File: src/rtl/hp_pkg.sv
// Shared types, widths and saturating arithmetic for the hit-point controller.
package hp_pkg;

    localparam int HP_W  = 16;
    localparam int AMT_W = 8;

    typedef enum logic [1:0] {
        ST_ALIVE  = 2'd0,
        ST_INVULN = 2'd1,
        ST_DEAD   = 2'd2
    } hp_state_e;

    function automatic logic [HP_W-1:0] sat_sub(input logic [HP_W-1:0] a,
                                                input logic [HP_W-1:0] b);
        return (b >= a) ? '0 : (a - b);
    endfunction

    // Sum is computed one bit wider so the ceiling compare cannot wrap.
    function automatic logic [HP_W-1:0] sat_add(input logic [HP_W-1:0] a,
                                                input logic [HP_W-1:0] b,
                                                input logic [HP_W-1:0] ceil);
        logic [HP_W:0] s;
        s = {1'b0, a} + {1'b0, b};
        return (s > {1'b0, ceil}) ? ceil : s[HP_W-1:0];
    endfunction

endpackage

File: src/rtl/hp_drain.sv
// Displayed-HP register: snaps up to the target, drains down at most DRAIN_STEP per frame.
module hp_drain
    import hp_pkg::*;
#(
    parameter int MAX_HP     = 20,
    parameter int DRAIN_STEP = 1
) (
    input  logic            i_clk,
    input  logic            i_rst_n,
    input  logic            i_restart,
    input  logic            i_frame_tick,
    input  logic [HP_W-1:0] i_target,
    output logic [HP_W-1:0] o_disp,
    output logic            o_busy
);

    localparam logic [HP_W-1:0] LP_MAX  = HP_W'(MAX_HP);
    localparam logic [HP_W-1:0] LP_STEP = HP_W'(DRAIN_STEP);

    logic [HP_W-1:0] r_disp;
    logic [HP_W-1:0] w_disp_nxt;
    logic [HP_W-1:0] w_gap;
    logic [HP_W-1:0] w_step;

    // w_gap is only consumed when r_disp > i_target, so the wrap case never matters.
    always_comb begin
        w_gap      = r_disp - i_target;
        w_step     = (w_gap < LP_STEP) ? w_gap : LP_STEP;
        w_disp_nxt = r_disp;
        if (i_restart) begin
            w_disp_nxt = LP_MAX;
        end else if (r_disp < i_target) begin
            w_disp_nxt = i_target;
        end else if ((r_disp > i_target) && i_frame_tick) begin
            w_disp_nxt = r_disp - w_step;
        end
    end

    always_ff @(posedge i_clk or negedge i_rst_n) begin
        if (!i_rst_n) begin
            r_disp <= LP_MAX;
        end else begin
            r_disp <= w_disp_nxt;
        end
    end

    assign o_disp = r_disp;
    assign o_busy = (r_disp != i_target);

endmodule

File: src/rtl/hp_controller.sv
// Player hit-point state: damage/heal, frame-counted invulnerability, death, smoothed display value.
//   state     | meaning
//   ST_ALIVE  | hits and heals accepted
//   ST_INVULN | hits ignored, heals accepted, iframe counter runs down on frame ticks
//   ST_DEAD   | true HP is 0, events ignored until restart
module hp_controller
    import hp_pkg::*;
#(
    parameter int MAX_HP        = 20,
    parameter int IFRAME_FRAMES = 60,
    parameter int DRAIN_STEP    = 1
) (
    input  logic             i_clk,
    input  logic             i_rst_n,
    input  logic             i_frame_tick,
    input  logic             i_hit,
    input  logic [AMT_W-1:0] i_hit_dmg,
    input  logic             i_heal,
    input  logic [AMT_W-1:0] i_heal_amt,
    input  logic             i_restart,
    output logic [HP_W-1:0]  o_total_hp,
    output logic [HP_W-1:0]  o_remain_hp,
    output logic [HP_W-1:0]  o_true_hp,
    output logic             o_invuln,
    output logic             o_dead,
    output logic             o_drain_busy
);

    localparam int              CNT_W  = $clog2(IFRAME_FRAMES + 1);
    localparam logic [HP_W-1:0]  LP_MAX = HP_W'(MAX_HP);
    localparam logic [CNT_W-1:0] LP_IFR = CNT_W'(IFRAME_FRAMES);
    localparam logic [CNT_W-1:0] LP_TC  = CNT_W'(1);

    hp_state_e        r_state, w_state_nxt;
    logic [HP_W-1:0]  r_true_hp, w_true_nxt;
    logic [CNT_W-1:0] r_iframe_cnt, w_cnt_nxt;

    logic [HP_W-1:0]  w_hit_hp;
    logic [HP_W-1:0]  w_heal_hp;
    logic             w_hit_valid;

    assign w_hit_hp    = sat_sub(r_true_hp, {{(HP_W-AMT_W){1'b0}}, i_hit_dmg});
    assign w_heal_hp   = sat_add(r_true_hp, {{(HP_W-AMT_W){1'b0}}, i_heal_amt}, LP_MAX);
    assign w_hit_valid = i_hit && (i_hit_dmg != '0);

    always_ff @(posedge i_clk or negedge i_rst_n) begin
        if (!i_rst_n) begin
            r_state      <= ST_ALIVE;
            r_true_hp    <= LP_MAX;
            r_iframe_cnt <= '0;
        end else begin
            r_state      <= w_state_nxt;
            r_true_hp    <= w_true_nxt;
            r_iframe_cnt <= w_cnt_nxt;
        end
    end

    always_comb begin
        w_state_nxt = r_state;
        w_true_nxt  = r_true_hp;
        w_cnt_nxt   = r_iframe_cnt;
        if (i_restart) begin
            w_state_nxt = ST_ALIVE;
            w_true_nxt  = LP_MAX;
            w_cnt_nxt   = '0;
        end else begin
            unique case (r_state)
                ST_ALIVE: begin
                    // A real hit wins over a same-cycle heal.
                    if (w_hit_valid) begin
                        w_true_nxt = w_hit_hp;
                        if (w_hit_hp == '0) begin
                            w_state_nxt = ST_DEAD;
                            w_cnt_nxt   = '0;
                        end else begin
                            w_state_nxt = ST_INVULN;
                            w_cnt_nxt   = LP_IFR;
                        end
                    end else if (i_heal) begin
                        w_true_nxt = w_heal_hp;
                    end
                end
                ST_INVULN: begin
                    if (i_heal) begin
                        w_true_nxt = w_heal_hp;
                    end
                    if (i_frame_tick) begin
                        if (r_iframe_cnt == LP_TC) begin
                            w_cnt_nxt   = '0;
                            w_state_nxt = ST_ALIVE;
                        end else begin
                            w_cnt_nxt = r_iframe_cnt - LP_TC;
                        end
                    end
                end
                ST_DEAD: begin
                    w_cnt_nxt = '0;
                end
                default: begin
                    w_state_nxt = ST_ALIVE;
                    w_cnt_nxt   = '0;
                end
            endcase
        end
    end

    hp_drain #(
        .MAX_HP     (MAX_HP),
        .DRAIN_STEP (DRAIN_STEP)
    ) u_drain (
        .i_clk        (i_clk),
        .i_rst_n      (i_rst_n),
        .i_restart    (i_restart),
        .i_frame_tick (i_frame_tick),
        .i_target     (r_true_hp),
        .o_disp       (o_remain_hp),
        .o_busy       (o_drain_busy)
    );

    assign o_total_hp = LP_MAX;
    assign o_true_hp  = r_true_hp;
    assign o_invuln   = (r_state == ST_INVULN);
    assign o_dead     = (r_state == ST_DEAD);

endmodule

File: config.mk
export PLATFORM = sky130hd
export DESIGN_NAME = hp_controller
export DESIGN_NICKNAME = d
export VERILOG_FILES = /design/src/rtl/hp_pkg.sv /design/src/rtl/hp_drain.sv /design/src/rtl/hp_controller.sv
export SDC_FILE = /design/constraint.sdc
export NUM_CORES = 1
export LEC_CHECK = 0
export ABC_AREA = 1
export BUFFER_PORTS_ARGS = -buffer_cell sky130_fd_sc_hd__buf_2
export CAP_MARGIN = 5
export CORE_MARGIN = 1.5
export CORE_UTILIZATION = 30
export DETAILED_ROUTE_END_ITERATION = 12
export GPL_TIMING_DRIVEN = 0
export RECOVER_POWER = 25
export SLEW_MARGIN = 20
export SYNTH_ARGS = -nofsm -noshare
export SYNTH_HDL_FRONTEND = slang
export SYNTH_HIERARCHICAL = 1
export SYNTH_SLANG_ARGS = --single-unit
File: constraint.sdc
create_clock -name i_clk -period 4.6 [get_ports i_clk]
set_input_delay 0.46 -clock i_clk [delete_from_list [all_inputs] [get_ports i_clk]]
set_output_delay 0.46 -clock i_clk [all_outputs]
set_load 0.02 [all_outputs]
# Word-level counts from Yosys, hierarchy flattened
# Cells that the tools add are included.
word_totals:
  ff_bits: 40
  latchBits: 0
  ramBits: 0
  mem_bits_ro: 0
  inputBits: 22
  wordCells: 53
  mem_count: 0
op_classes:
  addsub: 5
  mul: 0
  div: 0
  magnitude_cmp: 5
  n_eq_ne: 8
  shift: 0
  mux: 22
  bitwise: 0
  n_reduce_logical: 9
op_table:
  columns: ["op", "count"]
  rows:
  - ["16-bit two-way mux", 9]
  - ["16-bit case mux with 2 select lines", 1]
  - ["16-bit subtractor", 2]
  - ["6-bit two-way mux", 5]
  - ["16-bit by 8-bit adder with 17-bit output", 1]
  - ["17-bit by 5-bit > comparator with 1-bit output, second input constant", 1]
  - ["8-bit by 16-bit >= comparator with 1-bit output", 1]
  - ["16-bit > comparator", 1]
  - ["16-bit logical NOT", 1]
  - ["16-bit by 1-bit less-than comparator with 1-bit output, second input constant", 1]
  - ["16-bit less-than comparator", 1]
  - ["16-bit != test", 1]
  - ["16-bit by 8-bit subtractor with 16-bit output", 1]
  - ["6-bit case mux with 2 select lines", 1]
  - ["2-bit two-way mux", 5]
  - ["8-bit nonzero test", 1]
  - ["6-bit by 1-bit equality test with 1-bit output, second input constant", 1]
  - ["3-bit != test, second input constant", 2]
  - ["2-bit case mux with 3 select lines", 1]
  - ["3-bit nonzero test", 2]
  - ["6-bit by 1-bit subtractor with 6-bit output, second input constant", 1]
  - ["4-bit AND reduction", 1]
  - ["3-bit by 2-bit != test with 1-bit output, second input constant", 1]
  - ["2-bit by 1-bit equality test with 1-bit output, second input constant", 1]
  - ["5 further kinds", 6]

# Longest topological paths before layout
# Gate-level depths: netlist of the first run.
depth:
  word_depth: 7
  ltp_mapped: 26
  depth_no_buf: 26

# Cells and area by module
# Netlist of the first run, hierarchy kept.
modules_own_cells:
  columns: ["mod", "instances", "cells_per_inst", "area_per_inst_um2"]
  rows:
  - ["hp_controller", 1, 538, 3159.3]
  - ["hp_drain", 1, 462, 2785.2]

# Least setup slack after synthesis of the first run
# Ideal clock, no wire load.
synth_path:
  kind: "register to register"
  start: "register u_drain.r_disp[0], in the netlist u_drain/o_disp[0]"
  end: "register u_drain.r_disp[14], in the netlist u_drain/o_disp[14]"
  setup_time_ps: 123
  arrival_time_ps: 3314
  path_slack_ps: 1163
  path_stages_with_launch: 23
  path_buffers: 0
  period_less_slack_ps: 3437
  path_cell_list: "dfrtp_1 -> inv_1 -> ha_1 -> fa_1 -> nand3b_2 -> nand3_2 -> nand2_1 -> nand3_1 -> nand2_1 -> nand2_1 -> nor2_2 -> nand3_2 -> nand2_4 -> fa_1 -> a31oi_1 -> inv_1 -> nand3_1 -> nand3_1 -> a21oi_1 -> o21ai_0 -> xor2_1 -> o21ai_0 -> nand2_1"
synth_via:
  elab_chain_cells: 7
synth_rtl:
  columns: ["item", "line", "source"]
  rows:
  - ["from (decl)", "hp_drain.sv:20", "logic [HP_W-1:0] r_disp;"]
  - ["from (signal assigned)", "hp_drain.sv:43", "r_disp <= w_disp_nxt;"]
  - ["16-bit subtractor", "hp_drain.sv:27", "w_gap = r_disp - i_target;"]
  - ["16-bit by 1-bit less-than comparator with 1-bit output", "hp_drain.sv:28", "w_step = (w_gap < LP_STEP) ? w_gap : LP_STEP;"]
  - ["16-bit two-way mux", "hp_drain.sv:28", null]
  - ["16-bit subtractor", "hp_drain.sv:35", "w_disp_nxt = r_disp - w_step;"]
  - ["16-bit two-way mux", "hp_drain.sv:34", "end else if ((r_disp > i_target) && i_frame_tick) begin"]
  - ["16-bit two-way mux", "hp_drain.sv:32", "end else if (r_disp < i_target) begin"]
  - ["16-bit two-way mux", "hp_drain.sv:30", "if (i_restart) begin"]
# Parallel ways exist; a longest one is shown, timed or not. The select of a mux whose other input is x is not followed.
# A chain may end at the register's enable or synchronous reset.

# Final worst setup path of the first run
layout_path:
  start: "register r_true_hp[8], in the netlist o_true_hp[8]"
  end: "register u_drain.r_disp[14], in the netlist u_drain/o_disp[14]"
layout_via:
  elab_chain_cells: 7
layout_rtl:
  columns: ["item", "line", "source"]
  rows:
  - ["from (decl)", "hp_controller.sv:35", "logic [HP_W-1:0] r_true_hp, w_true_nxt;"]
  - ["from (signal assigned)", "hp_controller.sv:53", "r_true_hp <= w_true_nxt;"]
  - ["16-bit subtractor", "hp_drain.sv:27", null]
  - ["16-bit by 1-bit less-than comparator with 1-bit output", "hp_drain.sv:28", null]
  - ["16-bit two-way mux", "hp_drain.sv:28", null]
  - ["16-bit subtractor", "hp_drain.sv:35", null]
  - ["16-bit two-way mux", "hp_drain.sv:34", null]
  - ["16-bit two-way mux", "hp_drain.sv:32", null]
  - ["16-bit two-way mux", "hp_drain.sv:30", null]
# Parallel ways exist; a longest one is shown, timed or not. The select of a mux whose other input is x is not followed.

==> results of run 1 <==
Yosys cell counts (7+ instances only):
library cell  instances  area (um2)
buf_4                16       120.1
nand2_2              16       100.1
nand2_1             317        1190
inv_2                13       48.80
inv_1               151       566.8
nor2_2                9       56.30
ha_1                 51       638.1
o21ai_1              11       55.05
o21ai_0              38       190.2
a21oi_1              51       255.2
nand3_1              90       450.4
nor3_1                7       35.03
nor2_1               71       266.5
xor2_1                9       78.83
dfrtp_1              36       900.9
nand3_2               9       90.09
nand4_1              14       87.58
routing by layer:
layer,up-vias,global-route usage (%)
met5,-,0
met4,0,4.296
met3,23,1.566
met2,137,28.97
met1,2791,24.23
li1,3337,-
cell type report:
type | count | area (um2)
well taps | 265 | 331.6
fillers | 2176 | 12620
flip-flops and latches | 40 | 1006
clock inverters | 3 | 47.55
clock buffers | 5 | 125.1
inverters | 165 | 619.3
repair buffers | 56 | 279.0
plain buffers | 29 | 183.9
multi-input cells | 797 | 4252
registers in the layout (all words and copies together), names as in the netlist:
name            cells
o_true_hp          16
u_drain/o_disp     16
r_iframe_cnt        6
r_state             2
power by group through the flow:
stage	registers [mW]	clock network, mW	logic, mW
finish	0.779	0.410	4.51
global route	0.804	0.431	5.12
CTS	0.782	0.421	4.49
detailed placement	0.789	0	4.46
global placement	0.789	0	4.42
floorplan	0.792	0	3.38
logic make-up after synthesis:
kind of cell               count (synthesis)  synth area share (%)
DFF                                       40                 16.92
adders and majority gates                 55                 12.08
xor gates and xnor gates                  14                 2.063
AOI/OAI and AO/OA                        132                 12.57
and+or+nand+nor                          562                 42.66
other                                      3                0.1894
buffers and inverters                    194                 13.51
tightest hold or removal path: stages, from the launching register on:
cell and delay [ns]:
dfrtp_1 0.37, nand2_1 0.07, o31ai_1 0.06
final timing paths:
| check | to | startpoint | cells after the start | slack [ns] |
|---|---|---|---|---|
| hold / removal | r_iframe_cnt[1] | r_iframe_cnt[1] | 2 | 0.54 |
| min in group asynchronous | u_drain/o_disp[10] | i_rst_n | 1 | 0.83 |
| setup / recovery | u_drain/o_disp[14] | o_true_hp[8] | 22 | 0.66 |
| hold reg to reg | r_iframe_cnt[1] | r_iframe_cnt[1] | 2 | 0.54 |
| max in group asynchronous | r_iframe_cnt[3] | i_rst_n | 1 | 2.48 |
| setup reg to reg | u_drain/o_disp[14] | o_true_hp[8] | 22 | 0.66 |
==> reports/metrics.cfg, run 1 <==
[synthesis]
async_reset_ff_share_pct = 100.0
synth_ff_type = dfrtp_1
synth.distinct_cells = 46
synthCells = 1000
synth_edf_count = 0
ys_warn_count = 6
synth-seq-area-share_pct = 16.92
postSynthRegisterBits = 40
syn_area_per_cell_um2 = 5.944
syn_area_um2 = 5944

[grt]
grt_max_degree = 41
antenna_found_initial = 0
grt_pass1_vias = 5703
grt-ovfl-total = 0
track_usage_pct = 17.43
grt_first_pass_wirelength_mm = 28.46

[setup_path]
cp.arrival_ns = 4.11
worstSetupEndpointType = flip-flop
critPathSlowestCell = dfrtp_1
critical_path_class = reg2reg
cp_common_cell = nand2_1
start_kind = flip-flop
critical_path.max_stage_delay_ns = 0.63
worst_ep_required_time_ns = 4.77
path_delay_family = simple AND/OR/NAND/NOR gates
worstPathCellList = inv_1, ha_1, nand2_1, nor2_1, and2_1, nand2_1, nand3_1, nand2_1, nand2_1, nor2_2, nand3_2, nand2_4, fa_1, a31oi_1, inv_1, nand3_1, nand3_1, a21oi_1, o21ai_0, xor2_1, o21ai_0, nand2_1
crit_buf_inv = 2
worst-path-max-fanout = 9

[timing]
setup_viol = 0
rsz0062_at_grt = no
hold_violations = 0
fin_tns_setup_ns = 0
finalMaxSlewViolations = 41
max_freq_ghz = 0.2536
fin_crit_ns = 3.943
setup_ws_ns = 0.6574
finalCritPeriodShare_pct = 85.71
maxSlewHeadroom_pct = -49.22
tightest_slew_ns = 2.238
skew_ns = 0.006004
fin_worst_hold_slack_ns = 0.5367

[floorplan]
fp.coreArea_um2 = 19460
pin_count = 73
initial_core_util_pct = 30.54
die_area_um2 = 20670
die_x_um = 143.8
dieHeight_um = 143.8
rows = 51

[cells_and_area]
final_cell_mix = nand2_1 (317), inv_1 (151), nand3_1 (90), nor2_1 (71), buf_2 (61)
nNetsFinal = 1171
antenna_cells = 0
design_area_um2 = 6844
drive_gt1_share_pct = 14.89
mostFrequentLayoutCell = nand2_1
final_cell_count_no_fill = 1360
syn_to_final_growth_pct = 15.13
finish.utilization_pct = 35.17

[detailed_routing]
ant_nets = 0
wirelength_mm = 17.75
maxUsedRoutingLayer = met4
remaining_drc_errors = 0
dr.pass1.iters = 7
met2WireLength_mm = 8.009
wl_per_cell_um = 13.05
vias_per_cell = 4.624
vias = 6288
initialDrtViolationCount = 386
wl_met1_mm = 8.714
met3_length_um = 672

[power_and_ir_drop]
p_int_mw = 2.300
power_mw = 5.694
p_sw_share_pct = 59.61
p_leak_nw = 3.952
p_seq_share_pct = 13.7
peakVddDrop_v = 0.0002656
clkPwrFrac_pct = 7.2
p_switching_mw = 3.394
pwr-share-comb_pct = 79.1
powerDensity_nw_per_um2 = 832.0

[place]
dp_cells = 1352
dp_slack_ns = 0.6968
portBuffers = 56
dp_hpwl_mm = 14.54
gp_congestion = 0.9021
dpl_cell_area_um2 = 6673

[run]
drv_cap = 1

[hold_path]
hold_class = reg2reg

[cts]
htree_levels = 2
root_buffer = clkbuf_16
cts_setup_buffers = 0
ctsResizeCount = 0
cts_buffer_depth = 2
cts.sinks = 40
cts_hold_buf = 0
path_clk_slew_ns = 0.07
cts_made_buffers = 5
cts_tree = done
insertion_delay_ns = 0.29

[status]
violations = max-capacitance violations, max-slew violations
outcome = finished, violations left

No activity file was read; power rests on OpenSTA's default activity.
==> inputs of run 2 (changes only) <==
--- a/config.mk
+++ b/config.mk
@@ -5,11 +5,10 @@
 export SDC_FILE = /design/constraint.sdc
 export NUM_CORES = 1
 export LEC_CHECK = 0
-export ABC_AREA = 1
 export BUFFER_PORTS_ARGS = -buffer_cell sky130_fd_sc_hd__buf_2
-export CAP_MARGIN = 5
 export CORE_MARGIN = 1.5
 export CORE_UTILIZATION = 30
+export CTS_CLUSTER_DIAMETER = 30
 export DETAILED_ROUTE_END_ITERATION = 12
 export GPL_TIMING_DRIVEN = 0
 export RECOVER_POWER = 25
==> reports/metrics.cfg, run 2 <==
[status]
outcome = finished, violations left
violations = max-capacitance violations, max-slew violations

[power_and_ir_drop]
peakVddDrop_v = 0.0005544  ; +110%
p_leak_nw = 3.025  ; -23%
pwr-share-comb_pct = 77.9  ; -1.2 points
p_int_mw = 2.294  ; -0.24%
p_sw_share_pct = 53.75  ; -5.9 points
p_seq_share_pct = 13.7  ; about the same
clkPwrFrac_pct = 8.3  ; +1.1 points
powerDensity_nw_per_um2 = 742.9  ; -11%
p_switching_mw = 2.667  ; -21%

[grt]
grt_pass1_vias = 5345  ; -6.3%
grt_max_degree = 41  ; unchanged
grt_first_pass_wirelength_mm = 28.41  ; -0.19%
antenna_found_initial = 1  ; +1
grt-ovfl-total = 0  ; unchanged
track_usage_pct = 18.07  ; +0.63 points

[cts]
insertion_delay_ns = 0.29  ; about the same
cts_tree = done
cts.sinks = 40  ; unchanged
root_buffer = clkbuf_16
cts_made_buffers = 5  ; unchanged
cts_hold_buf = 0  ; unchanged
cts_buffer_depth = 2  ; unchanged
htree_levels = 2  ; unchanged
path_clk_slew_ns = 0.07  ; about the same

[timing]
maxSlewHeadroom_pct = -61.73  ; -13 points
setup_viol = 0  ; unchanged
tightest_slew_ns = 2.426  ; +0.1877 ns
max_freq_ghz = 0.2182  ; -14%
finalMaxSlewViolations = 41  ; unchanged
hold_violations = 0  ; unchanged
fin_crit_ns = 4.584  ; +0.6412 ns
setup_ws_ns = 0.01612  ; -0.6412 ns
finalCritPeriodShare_pct = 99.65  ; +14 points
skew_ns = 0.01279  ; +0.006784 ns
rsz0062_at_grt = yes

[setup_path]
worst_ep_required_time_ns = 4.79  ; +0.02 ns
path_delay_family = compound AO/OA/AOI/OAI gates
worst-path-max-fanout = 4  ; -5
start_kind = flip-flop
crit_buf_inv = 0  ; -2
worstSetupEndpointType = flip-flop
critical_path_class = reg2reg
worstPathCellList = ha_4, fa_2, nand2b_4, a21o_4, a2111oi_4, mux2i_1, and4bb_2, nand4_4, o21ai_2, fa_2, a21o_1, a21oi_2, o21ai_2, a21o_1, a21oi_4, o21ai_4, nor3_4, a22o_1, nand2_1, a311oi_2
critPathSlowestCell = dfrtp_2
r2r_start = o_true_hp[0]
startpoint = o_true_hp[0]
cp.arrival_ns = 4.77  ; +0.66 ns
critical_path.max_stage_delay_ns = 0.45  ; -0.18 ns

[synthesis]
synth_top_area_share_pct = 16.35  ; -3.7 points
ys_warn_count = 6  ; unchanged
yosysMostFrequentCell = nor2_1
postSynthRegisterBits = 40  ; unchanged
synth_ff_type = dfrtp_1
synth_common_cells = nor2_1 (66), a21oi_1 (62), ha_1 (51)
async_reset_ff_share_pct = 100.0  ; unchanged
syn_area_per_cell_um2 = 7.772  ; +31%
synth_top_area_cell = dfrtp_1
syn_area_um2 = 5510  ; -7.3%
synth-seq-area-share_pct = 18.26  ; +1.3 points
synthCells = 709  ; -29%
synth_edf_count = 0  ; unchanged
synth_area_leaders = dfrtp_1 (16%), ha_1 (12%), a21oi_1 (5.6%), nor2_1 (4.5%), o21ai_0 (3.7%)
synth.distinct_cells = 85  ; +85%

[floorplan]
die_x_um = 138.5  ; -3.6%
die_area_um2 = 19190  ; -7.2%
initial_core_util_pct = 30.67  ; +0.13 points
rows = 49  ; -3.9%
dieHeight_um = 138.5  ; -3.6%
fp.coreArea_um2 = 17960  ; -7.7%
pin_count = 73  ; unchanged

[cells_and_area]
drive_gt1_share_pct = 21.41  ; +6.5 points
syn_to_final_growth_pct = 21.19
final_cell_mix = nor2_1 (65), buf_2 (65), a21oi_1 (60), ha_1 (47), inv_1 (41)
final.fill_count = 1902  ; -13%
finish.utilization_pct = 37.17  ; +2.0 points
nNetsFinal = 898  ; -23%

[hold_path]
hold_path_startpoint = r_iframe_cnt[1]
hold_class = reg2reg

[place]
gp_congestion = 0.8633  ; -4.3%
dp_hpwl_mm = 13.40  ; -7.8%
portBuffers = 56  ; unchanged
dp_slack_ns = -0.5502  ; -1.247 ns

[detailed_routing]
dr.pass1.iters = 5  ; -2
initialDrtViolationCount = 315  ; -18%
ant_nets = 0  ; unchanged
vias_per_cell = 5.511  ; +19%
wirelength_mm = 17.70  ; -0.28%
wl_per_cell_um = 16.82  ; +29%
remaining_drc_errors = 0  ; unchanged
vias = 5798  ; -7.8%

[run]
drv_cap = 1  ; unchanged

-- run 2: repair_timing --
item / in CTS / in global routing
gates cloned: 0 / 0
pin swaps: 12 / 13
resized for setup: 17 / 19
setup endpoints to repair: 4 / 3
setup buffers: 8 / 10
-- run 2: path summary, 6_finish.rpt --
check	cells after the start	to	slack (ns)
setup / recovery	20	u_drain/o_disp[12]	0.02
min in group asynchronous	1	r_iframe_cnt[0]	0.89
setup reg to reg	20	u_drain/o_disp[12]	0.02
max in group asynchronous	1	o_true_hp[10]	2.12
hold reg to reg	2	r_iframe_cnt[1]	0.50
hold / removal	2	r_iframe_cnt[1]	0.50
-- run 2: layer usage --
metal	track usage, %	vias to the layer above	wire length, um	part of all wire [%]
met5	0	-	0	0
met4	4.155	0	321	1.8
met3	1.905	20	913	5.2
met2	29.98	164	8323	47
met1	25.22	2746	8140	46
li1	-	2868	-	-
-- run 2: power by group through the flow --
| stage | clock network [mW] | logic, mW | registers [mW] |
|---|---|---|---|
| 2_1_floorplan | 0 | 2.64 | 0.710 |
| 3_3_place_gp | 0 | 3.47 | 0.707 |
| 3_5_place_dp | 0 | 3.49 | 0.707 |
| 4_1_cts | 0.422 | 3.62 | 0.684 |
| 5_1_grt | 0.442 | 4.24 | 0.700 |
| 6_report | 0.414 | 3.87 | 0.680 |
-- run 2: layout make-up --
cell class	instances	area [um2]	share of cell area [%]
flip-flops and latches	40	1018	15.25
plain buffers	47	282.8	4.235
diodes	1	2.502	0.03747
repair buffers	74	414.1	6.202
well taps	229	286.5	4.291
inverters	42	157.7	2.361
clock buffers	5	125.1	1.874
multi-input cells	611	4344	65.06
clock inverters	3	46.29	0.6933
-- run 2: cell families (layout without fill, tap and decap cells) --
kind of cell               Yosys count  count (layout)  synth area share, %
other                                3              35               0.2043
and+or+nand+nor                    245             245                24.25
AOI/OAI and AO/OA                  252             252                32.15
adders and majority gates           55              55                13.03
muxes                                6               6                1.090
xor gates and xnor gates            19              19                3.020
buffers and inverters               89             171                7.993
DFF                                 40              40                18.26
-- run 2: worst register-to-register path, stage by stage (launching register included) --
cell and delay [ns]:
dfrtp_2 0.45, ha_4 0.18, fa_2 0.35, nand2b_4 0.17
a21o_4 0.22, a2111oi_4 0.38, mux2i_1 0.21, and4bb_2 0.27
nand4_4 0.12, o21ai_2 0.07, fa_2 0.34, a21o_1 0.18
a21oi_2 0.18, o21ai_2 0.09, a21o_1 0.20, a21oi_4 0.22
o21ai_4 0.10, nor3_4 0.22, a22o_1 0.18, nand2_1 0.07
a311oi_2 0.27
-- run 2: per-stage QoR --
step / power [mW] / hold WS [ns] / cells / instance area (um2) / TNS, ns
finish: 4.961 / 0.4964 / 1052 / 6678 / 0
global route: 5.385 / 0.5458 / 1052 / 6678 / -0.1219
CTS: 4.730 / 0.3712 / 1041 / 6520 / 0
detailed placement: 4.200 / 0.4740 / 1025 / 6226 / -1.381
global placement: 4.179 / 0.4685 / 1025 / 6221 / -1.319
floorplan: 3.353 / 0.1644 / 740 / 5654 / 0
